File: src/rtl/j1_reset_pkg.sv
// Shared types and default parameters for the PLL-lock driven reset sequencer.
package j1_reset_pkg;

  typedef enum logic [1:0] {
    WAIT_LOCK = 2'd0,
    STABILIZE = 2'd1,
    RUN       = 2'd2,
    GLITCH    = 2'd3
  } seqState_e;

  localparam int DEF_SYNC_STAGES    = 2;
  localparam int DEF_STABLE_CYCLES  = 4096;
  localparam int DEF_LOSS_FILTER    = 4;
  localparam int DEF_LOSS_CNT_WIDTH = 8;

endpackage

File: src/rtl/lock_synchronizer.sv
// Multi-flop synchroniser for a single asynchronous flag; async-reset to 0.
module lock_synchronizer #(
  parameter int STAGES = j1_reset_pkg::DEF_SYNC_STAGES
) (
  input  logic clk,
  input  logic reset,
  input  logic asyncFlag,
  output logic lockSync
);

  logic [STAGES-1:0] chain;

  always_ff @(posedge clk or posedge reset) begin
    if (reset) chain <= '0;
    else       chain <= {chain[STAGES-2:0], asyncFlag};
  end

  assign lockSync = chain[STAGES-1];

endmodule

File: src/rtl/pll_reset_sequencer.sv
// Turns the raw PLL lock flag into a qualified core reset, filtering short
// lock dropouts and counting real lock losses.
module pll_reset_sequencer
  import j1_reset_pkg::*;
#(
  parameter int SYNC_STAGES    = DEF_SYNC_STAGES,
  parameter int STABLE_CYCLES  = DEF_STABLE_CYCLES,
  parameter int LOSS_FILTER    = DEF_LOSS_FILTER,
  parameter int LOSS_CNT_WIDTH = DEF_LOSS_CNT_WIDTH
) (
  input  logic                      clk,
  input  logic                      reset,
  input  logic                      isLocked,
  output logic                      coreReset,
  output logic                      isReady,
  output logic [LOSS_CNT_WIDTH-1:0] lockLossCount
);

  localparam int STABLE_W = $clog2(STABLE_CYCLES + 1);
  localparam int LOSS_W   = $clog2(LOSS_FILTER + 1);
  localparam logic [STABLE_W-1:0] STABLE_LAST = STABLE_W'(STABLE_CYCLES);
  localparam logic [LOSS_W-1:0]   LOSS_LAST   = LOSS_W'(LOSS_FILTER);

  function automatic logic [LOSS_CNT_WIDTH-1:0] satInc(input logic [LOSS_CNT_WIDTH-1:0] v);
    return (&v) ? v : v + LOSS_CNT_WIDTH'(1);
  endfunction

  logic                lockSync;
  seqState_e           state, stateNext;
  logic [STABLE_W-1:0] stableCnt, stableCntNext;
  logic [LOSS_W-1:0]   lossCnt, lossCntNext;
  logic                lossEvent;
  logic                coreResetNext, isReadyNext;

  lock_synchronizer #(.STAGES(SYNC_STAGES)) uSync (
    .clk      (clk),
    .reset    (reset),
    .asyncFlag(isLocked),
    .lockSync (lockSync)
  );

  always_ff @(posedge clk or posedge reset) begin
    if (reset) begin
      state         <= WAIT_LOCK;
      stableCnt     <= '0;
      lossCnt       <= '0;
      coreReset     <= 1'b1;
      isReady       <= 1'b0;
      lockLossCount <= '0;
    end else begin
      state     <= stateNext;
      stableCnt <= stableCntNext;
      lossCnt   <= lossCntNext;
      coreReset <= coreResetNext;
      isReady   <= isReadyNext;
      if (lossEvent) lockLossCount <= satInc(lockLossCount);
    end
  end

  always_comb begin
    stateNext     = state;
    stableCntNext = stableCnt;
    lossCntNext   = lossCnt;
    lossEvent     = 1'b0;
    case (state)
      WAIT_LOCK: begin
        lossCntNext = '0;
        if (lockSync) begin
          stateNext     = STABILIZE;
          stableCntNext = STABLE_W'(1);
        end
      end
      STABILIZE: begin
        if (!lockSync)                   stateNext     = WAIT_LOCK;
        else if (stableCnt == STABLE_LAST) stateNext   = RUN;
        else                             stableCntNext = stableCnt + STABLE_W'(1);
      end
      RUN: begin
        if (!lockSync) begin
          // A single-cycle filter means there is no glitch window at all.
          if (LOSS_FILTER == 1) begin
            stateNext = WAIT_LOCK;
            lossEvent = 1'b1;
          end else begin
            stateNext   = GLITCH;
            lossCntNext = LOSS_W'(1);
          end
        end
      end
      GLITCH: begin
        if (lockSync) begin
          stateNext   = RUN;
          lossCntNext = '0;
        end else if (lossCnt + LOSS_W'(1) == LOSS_LAST) begin
          stateNext   = WAIT_LOCK;
          lossEvent   = 1'b1;
          lossCntNext = '0;
        end else begin
          lossCntNext = lossCnt + LOSS_W'(1);
        end
      end
      default: stateNext = WAIT_LOCK;
    endcase
    if (stateNext == WAIT_LOCK) stableCntNext = '0;
  end

  // Outputs are decoded from the next state so they move with the state register.
  always_comb begin
    coreResetNext = 1'b1;
    isReadyNext   = 1'b0;
    case (stateNext)
      RUN: begin
        coreResetNext = 1'b0;
        isReadyNext   = 1'b1;
      end
      GLITCH:  coreResetNext = 1'b0;
      default: ;
    endcase
  end

endmodule

File: config.mk
export PLATFORM = sky130hd
export DESIGN_NAME = pll_reset_sequencer
export DESIGN_NICKNAME = d
export VERILOG_FILES = /design/src/rtl/j1_reset_pkg.sv /design/src/rtl/lock_synchronizer.sv /design/src/rtl/pll_reset_sequencer.sv
export SDC_FILE = /design/constraint.sdc
export NUM_CORES = 1
export LEC_CHECK = 0
export ABC_CLOCK_PERIOD_IN_PS = 1900
export BUFFER_PORTS_ARGS = -buffer_cell sky130_fd_sc_hd__buf_2
export CORE_ASPECT_RATIO = 1.25
export CORE_MARGIN = 2
export CORE_UTILIZATION = 43
export DETAILED_ROUTE_END_ITERATION = 10
export PLACE_DENSITY = 0.62
export RECOVER_POWER = 50
export SYNTH_ARGS = -nofsm -noshare
export SYNTH_HDL_FRONTEND = slang
export SYNTH_SLANG_ARGS = --single-unit
export TNS_END_PERCENT = 30
File: constraint.sdc
create_clock -name clk -period 1.9 [get_ports clk]
set_input_delay 0.285 -clock clk [delete_from_list [all_inputs] [get_ports clk]]
set_output_delay 0.285 -clock clk [all_outputs]
set_load 0.03 [all_outputs]
; Yosys cells after proc, flatten, opt, wreduce, memory -nomap -nowiden
; Index checks and enable logic that the tools add are counted.
[word_totals]
regBits = 30
in_bits = 3
out_inout_bits = 10
[classes]
n_addsub = 3
n_eq_ne = 11
muxes = 21
bitwise_logic = 1
n_reduce_logical = 9
[op_table]
columns = op, count
row1 = $mux W13, 4
row2 = $pmux W13 S2, 1
row3 = $add A13 B1 Y13 const B, 1
row4 = $eq A13 B13 Y1 const B, 1
row5 = $mux W2, 6
row6 = $mux W3, 3
row7 = $pmux W3 S3, 1
row8 = $add A8 B1 Y8 const B, 1
row9 = $eq A2 B2 Y1 const B, 4
row10 = $pmux W2 S4, 1
row11 = $reduce_and A8 Y1, 1
row12 = $ne A3 B2 Y1 const B, 2
row13 = $reduce_bool A3 Y1, 2
row14 = $mux W1, 5
row15 = $logic_not A2 Y1, 2
row16 = $reduce_and A2 Y1, 2
row17 = $reduce_and A4 Y1, 1
row18 = $add A3 B1 Y3 const B, 1
row19 = $eq A3 B3 Y1 const B, 1
row20 = $ne A3 B3 Y1 const B, 1
row21 = $eq A2 B1 Y1 const B, 1
row22 = $ne A2 B2 Y1 const B, 1
row23 = $reduce_or A2 Y1, 1
row24 = $not A1 Y1, 1

; Depth between registers and ports, before layout
; Gate-level depths: netlist (run 1).
[depth]
word_depth = 8
mapped_depth = 8

; By module
; Synthesis (run 1) repeated with hierarchy kept, for this count alone.
[unflattened]
cells_unflattened = 174
hier_area_um2 = 1750.4
[modules_own_cells]
columns = module, instances, cells_per_inst, area_per_inst_um2, seq_area_each_um2
row1 = pll_reset_sequencer, 1, 171, 1696.6, 701.9
row2 = lock_synchronizer, 1, 3, 53.8, 50.0

; Worst setup path after synthesis (run 1)
; Ideal clock, no wire load.
[synth_path]
path_kind = register to register
startpoint = register stableCnt[0]
endpoint = register stableCnt[10]
arrival_time_ns = 1.641
required_ns = 1.750
slack_ns = 0.109
path_stages_with_launch = 9
n_path_buf = 1
period_less_slack_ns = 1.791
cell_sequence = dfrtp_1 > inv_1 > ha_1 > nor4b_2 > a31oi_2 > a2bb2oi_2 > a21oi_2 > buf_6 > a311oi_2
[synth_between]
elab_chain_len = 7
[synth_lines]
columns = element, line
row1 = from (decl), pll_reset_sequencer.sv:30  ; logic [STABLE_W-1:0] stableCnt, stableCntNext;
row2 = from (signal assigned), pll_reset_sequencer.sv:52  ; stableCnt <= stableCntNext;
row3 = $eq A13 B13 Y1 *, pll_reset_sequencer.sv:75  ; else if (stableCnt == STABLE_LAST) stateNext = RUN;
row4 = $mux W2 *, pll_reset_sequencer.sv:75
row5 = $mux W2 *, pll_reset_sequencer.sv:74  ; if (!lockSync) stateNext = WAIT_LOCK;
row6 = $pmux W2 S4 *, pll_reset_sequencer.sv:65  ; case (state)
row7 = via stateNext[0], pll_reset_sequencer.sv:29  ; seqState_e state, stateNext;
row8 = $logic_not A2 Y1 *, pll_reset_sequencer.sv:104  ; if (stateNext == WAIT_LOCK) stableCntNext = '0;
row9 = $ne A3 B2 Y1 (no source line) (tied with other cells), -
row10 = $reduce_and A4 Y1 (no source line), -
; The timed path passes the listed nets; every way through them passes the cells marked *. The select of a mux whose other input is x is not followed.
; A chain may end at the register's enable or synchronous reset.

; Worst setup path after layout (run 1)
[layout_path]
startpoint = register stableCnt[0]
endpoint = register stableCnt[9]
; The elaborated chain is that of the path after synthesis.

==> impl_metrics.csv, run 1 <==
group,metric,value,unit
cells_and_area,regArea,752,um^2
placement,io_buffers,12,
clock_tree,clk_root_buffer_cell,"clkbuf_8",
timing,hold_violations,0,
timing,rsz0062_at_grt,"true",
clock_tree,cts_tree,"built",
global_route,grt_max_degree,31,
timing,final.min_clock_period,1.85,ns
detailed_routing,wl,3980,um
timing,worstMarginPinSlew,1.59,ns
clock_tree,cts_buffers,5,
cells_and_area,fin_cells,269,
synth,yosys.area_share.xor_xnor,0.0353,
synth,muxShareOfSynthArea,0.0130,
floorplan,die_w,60.8,um
cells_and_area,layout-drive-gt1-share,0.409,
power,power_frac_clock,0.191,
worst_setup_path,critPathMaxFanout,6,
timing,relSlewSlack,-0.0584,
detailed_routing,wl_per_cell,14.8,um
cells_and_area,layout_commonest_cell,"dfrtp_1",
floorplan,initial_core_util,0.455,
floorplan,io_pins,13,
cells_and_area,fin_area,2290,um^2
synth,yosysSeqAreaShare,0.433,
global_route,grt_pass1_vias,1411,
global_route,grtUsageTotal,0.185,
detailed_routing,drt-initial-drc-count,46,
synth,synth_top_family_by_area,"simple AND/OR/NAND/NOR gates",
cells_and_area,final_cell_mix,"29 x dfrtp_1, 28 x buf_4, 13 x buf_2, 12 x nand2_1, 11 x nor2_1",
clock_tree,postCtsHoldBufs,0,
worst_setup_path,critical_path.cell_chain,"inv_2 > ha_4 > nor4b_4 > buf_4 > a31oi_4 > a2bb2oi_4 > a21oi_4 > clkbuf_16 > a21oi_2",
global_route,grt_pass1_wl,6190,um
timing,fmax,540,MHz
synth,synth.distinct_cells,44,
cells_and_area,nNetsFinal,228,
synth,async_flop_share,1.00,
synth,yosys.area.top_type,"dfrtp_1",
timing,whs,0.108,ns
cells_and_area,multiInputGateArea,1010,um^2
clock_tree,cts_buffer_depth,2,
placement,hpwl,2730,um
synth,avgSynthCellArea,10.4,um^2
power,p_sw_frac,0.388,
synth,synth.top_cell.area_share,0.418,
synth,syn_area,1740,um^2
synth,synth_ff_type,"dfrtp_1",
power,pwr_density_cell,1220,nW/um^2
floorplan,core,3820,um^2
power,power_frac_seq,0.282,
flow_run,drv_cap,1,
power,peakVddDrop,0.815,mV
synth,synthAdderAreaFrac,0.0793,
clock_tree,htreeDepth,2,
floorplan,rows,25,
synth,synth-compound-area-share,0.194,
timing,fin_worst_skew,0.00904,ns
placement,dpl_cell_area,2020,um^2
worst_setup_path,critPathSlowestCell,"dfrtp_1",
cells_and_area,syn_to_final_growth,31.7,%
detailed_routing,postRouteAntennaNets,0,
power,intPower,0.00170,W
worst_setup_path,startpoint_type,"flop",
timing,slew_violations,31,
synth,yosysWarnings,0,
worst_setup_path,r2r_slack,0.05,ns
placement,numPlacedInstances,251,
run_status,status,"finished, violations left",
worst_setup_path,cp_num_buf_inv,3,
worst_setup_path,crit_type,"reg2reg",
timing,fin_crit_sh,0.975,
detailed_routing,dr.pass1.iters,4,
synth,synth_cells,167,
power,p_comb_frac,0.527,
worst_setup_path,arrival,2.01,ns
placement,gp_congestion,0.838,
synth,synth_nets,181,
timing,setup_viol,0,
power,p_leak,1.03,nW
clock_tree,cts.sinks,30,
detailed_routing,vias_per_cell,5.36,
worst_setup_path,cp-end-kind,"flop",
synth,synth-seq-cells,30,
synth,synth_edf_count,0,
floorplan,die-area,4570,um^2
detailed_routing,routed-via-count,1443,
global_route,antenna_found_initial,0,
detailed_routing,route.detailed.drc,0,
power,switchingPower,0.00108,W
cells_and_area,fill_cells,332,
worst_setup_path,worst_path_largest_cell_delay,0.39,ns
floorplan,die_height,75.1,um
hold_path,hold_class,"in2reg",
worst_setup_path,critical_path_required,2.06,ns
cells_and_area,diodes,0,
clock_tree,clk_pin_slew,0.06,ns
synth,ys_top_cells_by_area,"dfrtp_1 42%, ha_1 7.9%, a311oi_2 4.3%, nand2_1 2.8%, nor2_1 2.6%",
run_status,violations,"capacitance limit, slew limit",
clock_tree,clk_latency,0.28,ns
worst_setup_path,cp_top_family,"compound AO/OA/AOI/OAI gates",
global_route,grt.overflow.total,0,
synth,yosys.area_share.simple,0.208,
## cell usage after synthesis (4+ instances only)
cell and count:
o21ai_0 6, nand4_1 5, nand3_1 8, ha_1 11, xnor2_1 4, nor3_1 4, inv_1 9, nor2_1 12
nand2_1 13, a311oi_2 5, dfrtp_1 29, a21oi_1 7, buf_2 4
## routing by layer
layer | part of all wire | GRT usage
met5 | 0 | 0
met4 | 0.028 | 0.101
met3 | 0.032 | 0.0412
met2 | 0.53 | 0.318
met1 | 0.41 | 0.210
## final timing paths
path / start / end / cells past startpoint
min: isLocked / uSync.chain[0] / 1
max: stableCnt[0] / stableCnt[9] / 9
max in group asynchronous: reset / stableCnt[9] / 3
min reg2reg: uSync.chain[0] / uSync.chain[1] / 0
max reg2reg: stableCnt[0] / stableCnt[9] / 9
min in group asynchronous: reset / lockLossCount[3] / 3
## flip-flops by register name, summed over array words and instances (netlist names)
signal and count:
coreReset 1, stableCnt 13, lockLossCount 8, isReady 1, state 2, lossCnt 3
uSync.chain 2
## cell type report
type                            instances  area share
Clock inverter                          1     0.00219
Multi-Input combinational cell        123       0.440
Timing Repair Buffer                   45       0.147
Tap cell                               54      0.0295
Clock buffer                            7      0.0377
Inverter                                9      0.0148
Sequential cell                        30       0.329
## through the flow
step	util	total power (W)	setup TNS, ns	worst slack, ns
2_1_floorplan	-	0.00153	0	0.109
3_3_place_gp	0.529	0.00186	0	0.0616
3_5_place_dp	0.529	0.00189	-0.0194	-0.0151
4_1_cts	0.555	0.00245	0	0.0140
5_1_grt	0.599	0.00294	-0.328	-0.0385
6_report	0.599	0.00278	0	0.0473
## power groups by stage
stage                     logic (W)  clock network (W)  registers, W
after global placement      0.00107                  0      0.000788
after global routing        0.00158           0.000574      0.000792
final                       0.00147           0.000529      0.000784
after CTS                   0.00112           0.000548      0.000781
after floorplan            0.000689                  0      0.000842
after detailed placement    0.00110                  0      0.000792
## worst reg2reg max path, delay by kind of cell, from the launching register on
kind            cells  cell delay (ns)
flops               1             0.39
buf+inv             3             0.46
compound gates      4             0.51
simple gates        1             0.26
fa+ha+maj           1             0.12
## timing repair
action / in CTS / in global routing
gates resized for setup: 1 / 19
buffers inserted: 0 / 8
pin swaps: 0 / 8
endpoints found under the setup margin: 5 / 15
gates cloned: 0 / 2
## cell families (layout without fill, tap and decap cells)
family,count (synthesis),after routing
AOI/OAI and AO/OA,40,40
and+or+nand+nor,63,63
DFF,30,30
xor gates and xnor gates,7,7
muxes,2,2
buffers and inverters,14,62
adders and majority gates,11,11
(Power assumes the default switching activity.)
==> run 2: changes to the inputs <==
--- a/config.mk
+++ b/config.mk
@@ -8,7 +8,6 @@
 export ABC_CLOCK_PERIOD_IN_PS = 1900
 export BUFFER_PORTS_ARGS = -buffer_cell sky130_fd_sc_hd__buf_2
 export CORE_ASPECT_RATIO = 1.25
-export CORE_MARGIN = 2
 export CORE_UTILIZATION = 43
 export DETAILED_ROUTE_END_ITERATION = 10
 export PLACE_DENSITY = 0.62
==> impl_metrics.csv, run 2 (synthesis results as in run 1) <==
group,metric,value,unit
run_status,status,"finished clean",
timing,fin_worst_skew,0.0110,ns
cells_and_area,syn_to_final_growth,26.5,%
hold_path,worstHoldPathCells,1,
placement,numPlacedInstances,250,
timing,setup_viol,0,
global_route,grt_use_met2,0.356,
floorplan,die_height,73.1,um
floorplan,rows,25,
detailed_routing,postRouteAntennaNets,0,
worst_setup_path,startpoint,"stableCnt[0]",
worst_setup_path,critPathMaxFanout,13,
floorplan,die_w,58.8,um
floorplan,die-area,4300,um^2
worst_setup_path,startpoint_type,"flop",
worst_setup_path,r2r_slack,0.06,ns
clock_tree,cts.sinks,30,
hold_path,min-delay-start,"isLocked",
timing,relSlewSlack,0.498,
timing,tns,0,ns
cells_and_area,layout_commonest_cell,"dfrtp_1",
worst_setup_path,critical_path.cell_chain,"inv_2 > ha_1 > nor4b_4 > a31oi_1 > o211ai_2 > a21oi_2 > buf_12 > a311oi_2",
worst_setup_path,cp-end-kind,"flop",
worst_setup_path,arrival,2.03,ns
cells_and_area,regArea,752,um^2
floorplan,core,3820,um^2
cells_and_area,final_cell_mix,"29 x dfrtp_1, 23 x buf_4, 12 x nand2_1, 12 x buf_2",
global_route,gr-usage-met1,0.237,
cells_and_area,diodes,0,
detailed_routing,wl,3830,um
clock_tree,htreeDepth,2,
clock_tree,cts_tree,"built",
detailed_routing,drt-initial-drc-count,18,
worst_setup_path,cp_top_family,"compound AO/OA/AOI/OAI gates",
worst_setup_path,worst_path_largest_cell_delay,0.40,ns
hold_path,hold_class,"in2reg",
worst_setup_path,cp_num_buf_inv,2,
timing,rsz0062_at_grt,"true",
cells_and_area,final_core_util,0.576,
global_route,grt_max_degree,31,
hold_path,hold-path-endpoint,"uSync.chain[0]",
detailed_routing,routed-via-count,1416,
power,total_power,0.00254,W
detailed_routing,dr.pass1.iters,4,
timing,worstMarginPinSlew,0.753,ns
worst_setup_path,rr_worst_depth,8,
detailed_routing,vias_per_cell,5.40,
cells_and_area,top_register,"stableCnt",
cells_and_area,layout-drive-gt1-share,0.375,
clock_tree,postCtsHoldBufs,0,
global_route,grt-busiest-layer,"met2",
placement,gp_congestion,0.850,
timing,hold_violations,0,
cells_and_area,top_regs,"stableCnt x13, lockLossCount x8, lossCnt x3",
power,pwr_density_cell,1160,nW/um^2
worst_setup_path,r2r_start,"stableCnt[0]",
worst_setup_path,critPathSlowestCell,"dfrtp_1",
detailed_routing,wl_per_cell,14.6,um
cells_and_area,nNetsFinal,221,
power,peakVddDrop,0.768,mV
floorplan,initial_core_util,0.455,
timing,fmax,544,MHz
timing,final.min_clock_period,1.84,ns
cells_and_area,fin_cells,262,
cells_and_area,largest_reg_flops,13,
cells_and_area,multiInputGateArea,983,um^2
cells_and_area,fill_cells,335,
global_route,grt.overflow.total,0,
global_route,grtUsageTotal,0.202,
floorplan,io_pins,13,
timing,fin_crit_sh,0.967,
clock_tree,cts_buffer_depth,2,
global_route,antenna_found_initial,0,
clock_tree,clk_pin_slew,0.07,ns
timing,slew_violations,0,
clock_tree,clk_root_buffer_cell,"clkbuf_8",
clock_tree,clk_latency,0.28,ns
placement,io_buffers,12,
worst_setup_path,reg2reg_to,"stableCnt[3]",
clock_tree,cts_buffers,5,
flow_run,drv_cap,0,
placement,hpwl,2800,um
detailed_routing,route.detailed.drc,0,
power,p_leak,1.01,nW
worst_setup_path,crit_type,"reg2reg",
worst_setup_path,critical_path_required,2.09,ns
global_route,grt_use_met3,0.0443,
global_route,grt_pass1_vias,1378,
global_route,grt_pass1_wl,6440,um
-- run 2: layout make-up --
class | count | area share
Clock buffer | 7 | 0.0393
Clock inverter | 1 | 0.00228
Inverter | 9 | 0.0154
Multi-Input combinational cell | 123 | 0.448
Sequential cell | 30 | 0.342
Tap cell | 54 | 0.0308
Timing Repair Buffer | 38 | 0.122
-- run 2: per-stage QoR --
stage,hold WS (ns),worst slack [ns],cell area (um^2)
floorplan,0.316,0.109,1740
global placement,0.336,0.0677,2010
detailed placement,0.378,-0.0669,2010
CTS,0.0898,0.0114,2170
global route,0.113,-0.0493,2200
finish,0.117,0.0623,2200
-- run 2: report_power, final --
part | switching, W | internal (W)
clock | 0.000232 | 0.000292
sequential | 0.0000538 | 0.000726
combinational | 0.000692 | 0.000546
total | 0.000978 | 0.00156
-- run 2: worst max-delay path by stage --
stage / endpoint / slack, ns / depth (start not counted)
6_report: stableCnt[3] / 0.06 / 8
3_3_place_gp: stableCnt[2] / 0.07 / 8
4_1_cts: stableCnt[3] / 0.01 / 7
3_5_place_dp: stableCnt[3] / -0.07 / 8
2_1_floorplan: stableCnt[10] / 0.11 / 8
5_1_grt: stableCnt[8] / -0.05 / 8
-- run 2: per-layer routing --
layer  vias to the layer above  wire length, um
met1                       691             1600
met2                        24             2060
met3                         7               93
li1                        694                -
met5                         -                0
met4                         0               74
-- run 2: what timing repair did --
action | 4_1_cts | 5_1_grt
cloned | 0 | 0
gates resized for setup | 6 | 7
pin swaps | 2 | 2
setup endpoints to repair | 9 | 16
buffers inserted | 3 | 1
==> run 3: changes to the inputs <==
--- a/config.mk
+++ b/config.mk
@@ -5,12 +5,13 @@
 export SDC_FILE = /design/constraint.sdc
 export NUM_CORES = 1
 export LEC_CHECK = 0
-export ABC_CLOCK_PERIOD_IN_PS = 1900
+export ABC_CLOCK_PERIOD_IN_PS = 1800
 export BUFFER_PORTS_ARGS = -buffer_cell sky130_fd_sc_hd__buf_2
 export CORE_ASPECT_RATIO = 1.25
 export CORE_UTILIZATION = 43
+export CTS_BUF_LIST = sky130_fd_sc_hd__clkbuf_2
 export DETAILED_ROUTE_END_ITERATION = 10
-export PLACE_DENSITY = 0.62
+export PLACE_DENSITY = 0.59
 export RECOVER_POWER = 50
 export SYNTH_ARGS = -nofsm -noshare
 export SYNTH_HDL_FRONTEND = slang
==> constraint.sdc (replaced) <==
create_clock -name clk -period 1.8 [get_ports clk]
set_input_delay 0.27 -clock clk [delete_from_list [all_inputs] [get_ports clk]]
set_output_delay 0.27 -clock clk [all_outputs]
set_load 0.03 [all_outputs]
==> impl_metrics.csv, run 3 (synthesis results as in run 1) <==
group,metric,value,unit
clock_tree,cts.sinks,30,
floorplan,die_w,58.8,um
timing,fin_worst_skew,0.0231,ns
timing,relSlewSlack,0.512,
placement,gp_congestion,0.838,
detailed_routing,dr.pass1.iters,4,
floorplan,core,3820,um^2
cells_and_area,fill_cells,351,
hold_path,worstHoldPathCells,0,
clock_tree,clk_pin_slew,0.17,ns
run_status,status,"finished clean",
timing,final.min_clock_period,1.78,ns
hold_path,hold-path-endpoint,"uSync.chain[1]",
worst_setup_path,critical_path_required,2.09,ns
global_route,grt_max_degree,31,
power,peakVddDrop,0.678,mV
timing,whs,0.374,ns
timing,setup_viol,0,
worst_setup_path,startpoint,"stableCnt[0]",
clock_tree,clk_root_buffer_cell,"clkbuf_2",
placement,hpwl,2950,um
global_route,grtUsageTotal,0.215,
timing,rsz0062_at_grt,"true",
detailed_routing,postRouteAntennaNets,0,
global_route,grt_pass1_vias,1596,
detailed_routing,wl,4050,um
cells_and_area,fin_area,2300,um^2
worst_setup_path,reg2reg_to,"stableCnt[10]",
worst_setup_path,arrival,2.07,ns
floorplan,die-area,4300,um^2
global_route,grt_pass1_wl,6890,um
global_route,grt.overflow.total,0,
cells_and_area,diodes,0,
power,pwr_density_cell,1240,nW/um^2
worst_setup_path,startpoint_type,"flop",
cells_and_area,top_regs,"stableCnt x13, lockLossCount x8, lossCnt x3",
placement,io_buffers,12,
cells_and_area,layout_commonest_cell,"buf_4",
hold_path,min-delay-start,"uSync.chain[0]",
power,p_leak,1.05,nW
cells_and_area,largest_reg_flops,13,
timing,tns,0,ns
worst_setup_path,cp-end-kind,"flop",
floorplan,io_pins,13,
detailed_routing,wl_per_cell,14.7,um
floorplan,die_height,73.1,um
worst_setup_path,crit_type,"reg2reg",
cells_and_area,top_register,"stableCnt",
detailed_routing,vias_per_cell,5.40,
hold_path,hold_class,"reg2reg",
timing,hold_violations,0,
cells_and_area,layout-drive-gt1-share,0.414,
timing,worstMarginPinSlew,0.732,ns
worst_setup_path,rr_worst_depth,8,
detailed_routing,drt-initial-drc-count,26,
worst_setup_path,r2r_start,"stableCnt[0]",
worst_setup_path,r2r_slack,0.02,ns
cells_and_area,final_cell_mix,"32 x buf_4, 29 x dfrtp_1, 13 x buf_2, 12 x nand2_1, 12 x nor2_1",
clock_tree,clk_latency,0.38,ns
global_route,antenna_found_initial,0,
worst_setup_path,critPathMaxFanout,6,
floorplan,rows,25,
timing,slew_violations,0,
clock_tree,cts_buffers,5,
detailed_routing,routed-via-count,1490,
timing,fmax,561,MHz
cells_and_area,syn_to_final_growth,32.5,%
flow_run,drv_cap,0,
clock_tree,cts_tree,"built",
detailed_routing,route.detailed.drc,0,
cells_and_area,nNetsFinal,235,
floorplan,initial_core_util,0.455,
placement,dpl_cell_area,2070,um^2
clock_tree,htreeDepth,2,
clock_tree,cts_buffer_depth,2,
timing,fin_crit_sh,0.990,
[run 3: cell count changes in the layout (fill, tap and decap cells not counted), moves of 2 or more]
cell	previous run	this run
clkinvlp_4	0	2
dlygate4sd3_1	0	2
clkbuf_8	6	0
buf_4	23	32
clkbuf_2	1	6
buf_6	1	4
[run 3: timing repair]
action | in CTS | in global routing
pin swaps | 5 | 5
endpoints found under the hold margin | 30 | 0
buffers inserted | 7 | 0
setup endpoints to repair | 10 | 18
gates resized for setup | 16 | 4
gates cloned | 1 | 0
hold buffers | 2 | 0
[run 3: power breakdown]
group	leakage, nW	switching, W	internal, W
Sequential	0.404	0.0000569	0.000765
Clock	0.0352	0.000258	0.000234
Combinational	0.607	0.000810	0.000723
[run 3: area by class of cell]
type                       instances  area [um^2]  area share
clock buffer                       5         25.0      0.0109
sequential                        30          752       0.327
multi-input combinational        123         1000       0.436
clock inverter                     3         45.0      0.0196
inverter                           9         33.8      0.0147
tap                               54         67.6      0.0294
timing repair buffer              52          375       0.163
[run 3: worst max path at each step]
stage,endpoint,slack [ns],cells after the start
after floorplan,stableCnt[10],0.009,8
after global placement,stableCnt[11],-0.01,8
after detailed placement,stableCnt[3],-0.09,8
after CTS,stableCnt[4],-0.01,9
after global routing,stableCnt[10],-0.10,9
final,stableCnt[10],0.02,8
[run 3: metal layers]
metal | vias up | global-route usage | wire length, um
li1 | 715 | - | -
met1 | 733 | 0.224 | 1650
met2 | 34 | 0.407 | 2200
met3 | 8 | 0.0390 | 126
met4 | 0 | 0.101 | 69
met5 | - | 0 | 0
[run 3: worst max-delay path, stage by stage, from the launching register on]
cell      delay (ns)
dfrtp_1         0.43
inv_2           0.08
ha_4            0.12
nor4b_4         0.18
buf_6           0.16
and3_4          0.21
a21oi_4         0.09
buf_4           0.18
a311oi_2        0.25
[run 3: through the flow]
stage | cells | util | worst slack [ns] | power [W]
after floorplan | 167 | - | 0.00859 | 0.00162
after global placement | 259 | 0.541 | -0.0107 | 0.00202
after detailed placement | 259 | 0.541 | -0.0870 | 0.00207
after CTS | 276 | 0.599 | -0.0114 | 0.00283
after global routing | 276 | 0.603 | -0.100 | 0.00303
final | 276 | 0.603 | 0.0178 | 0.00285
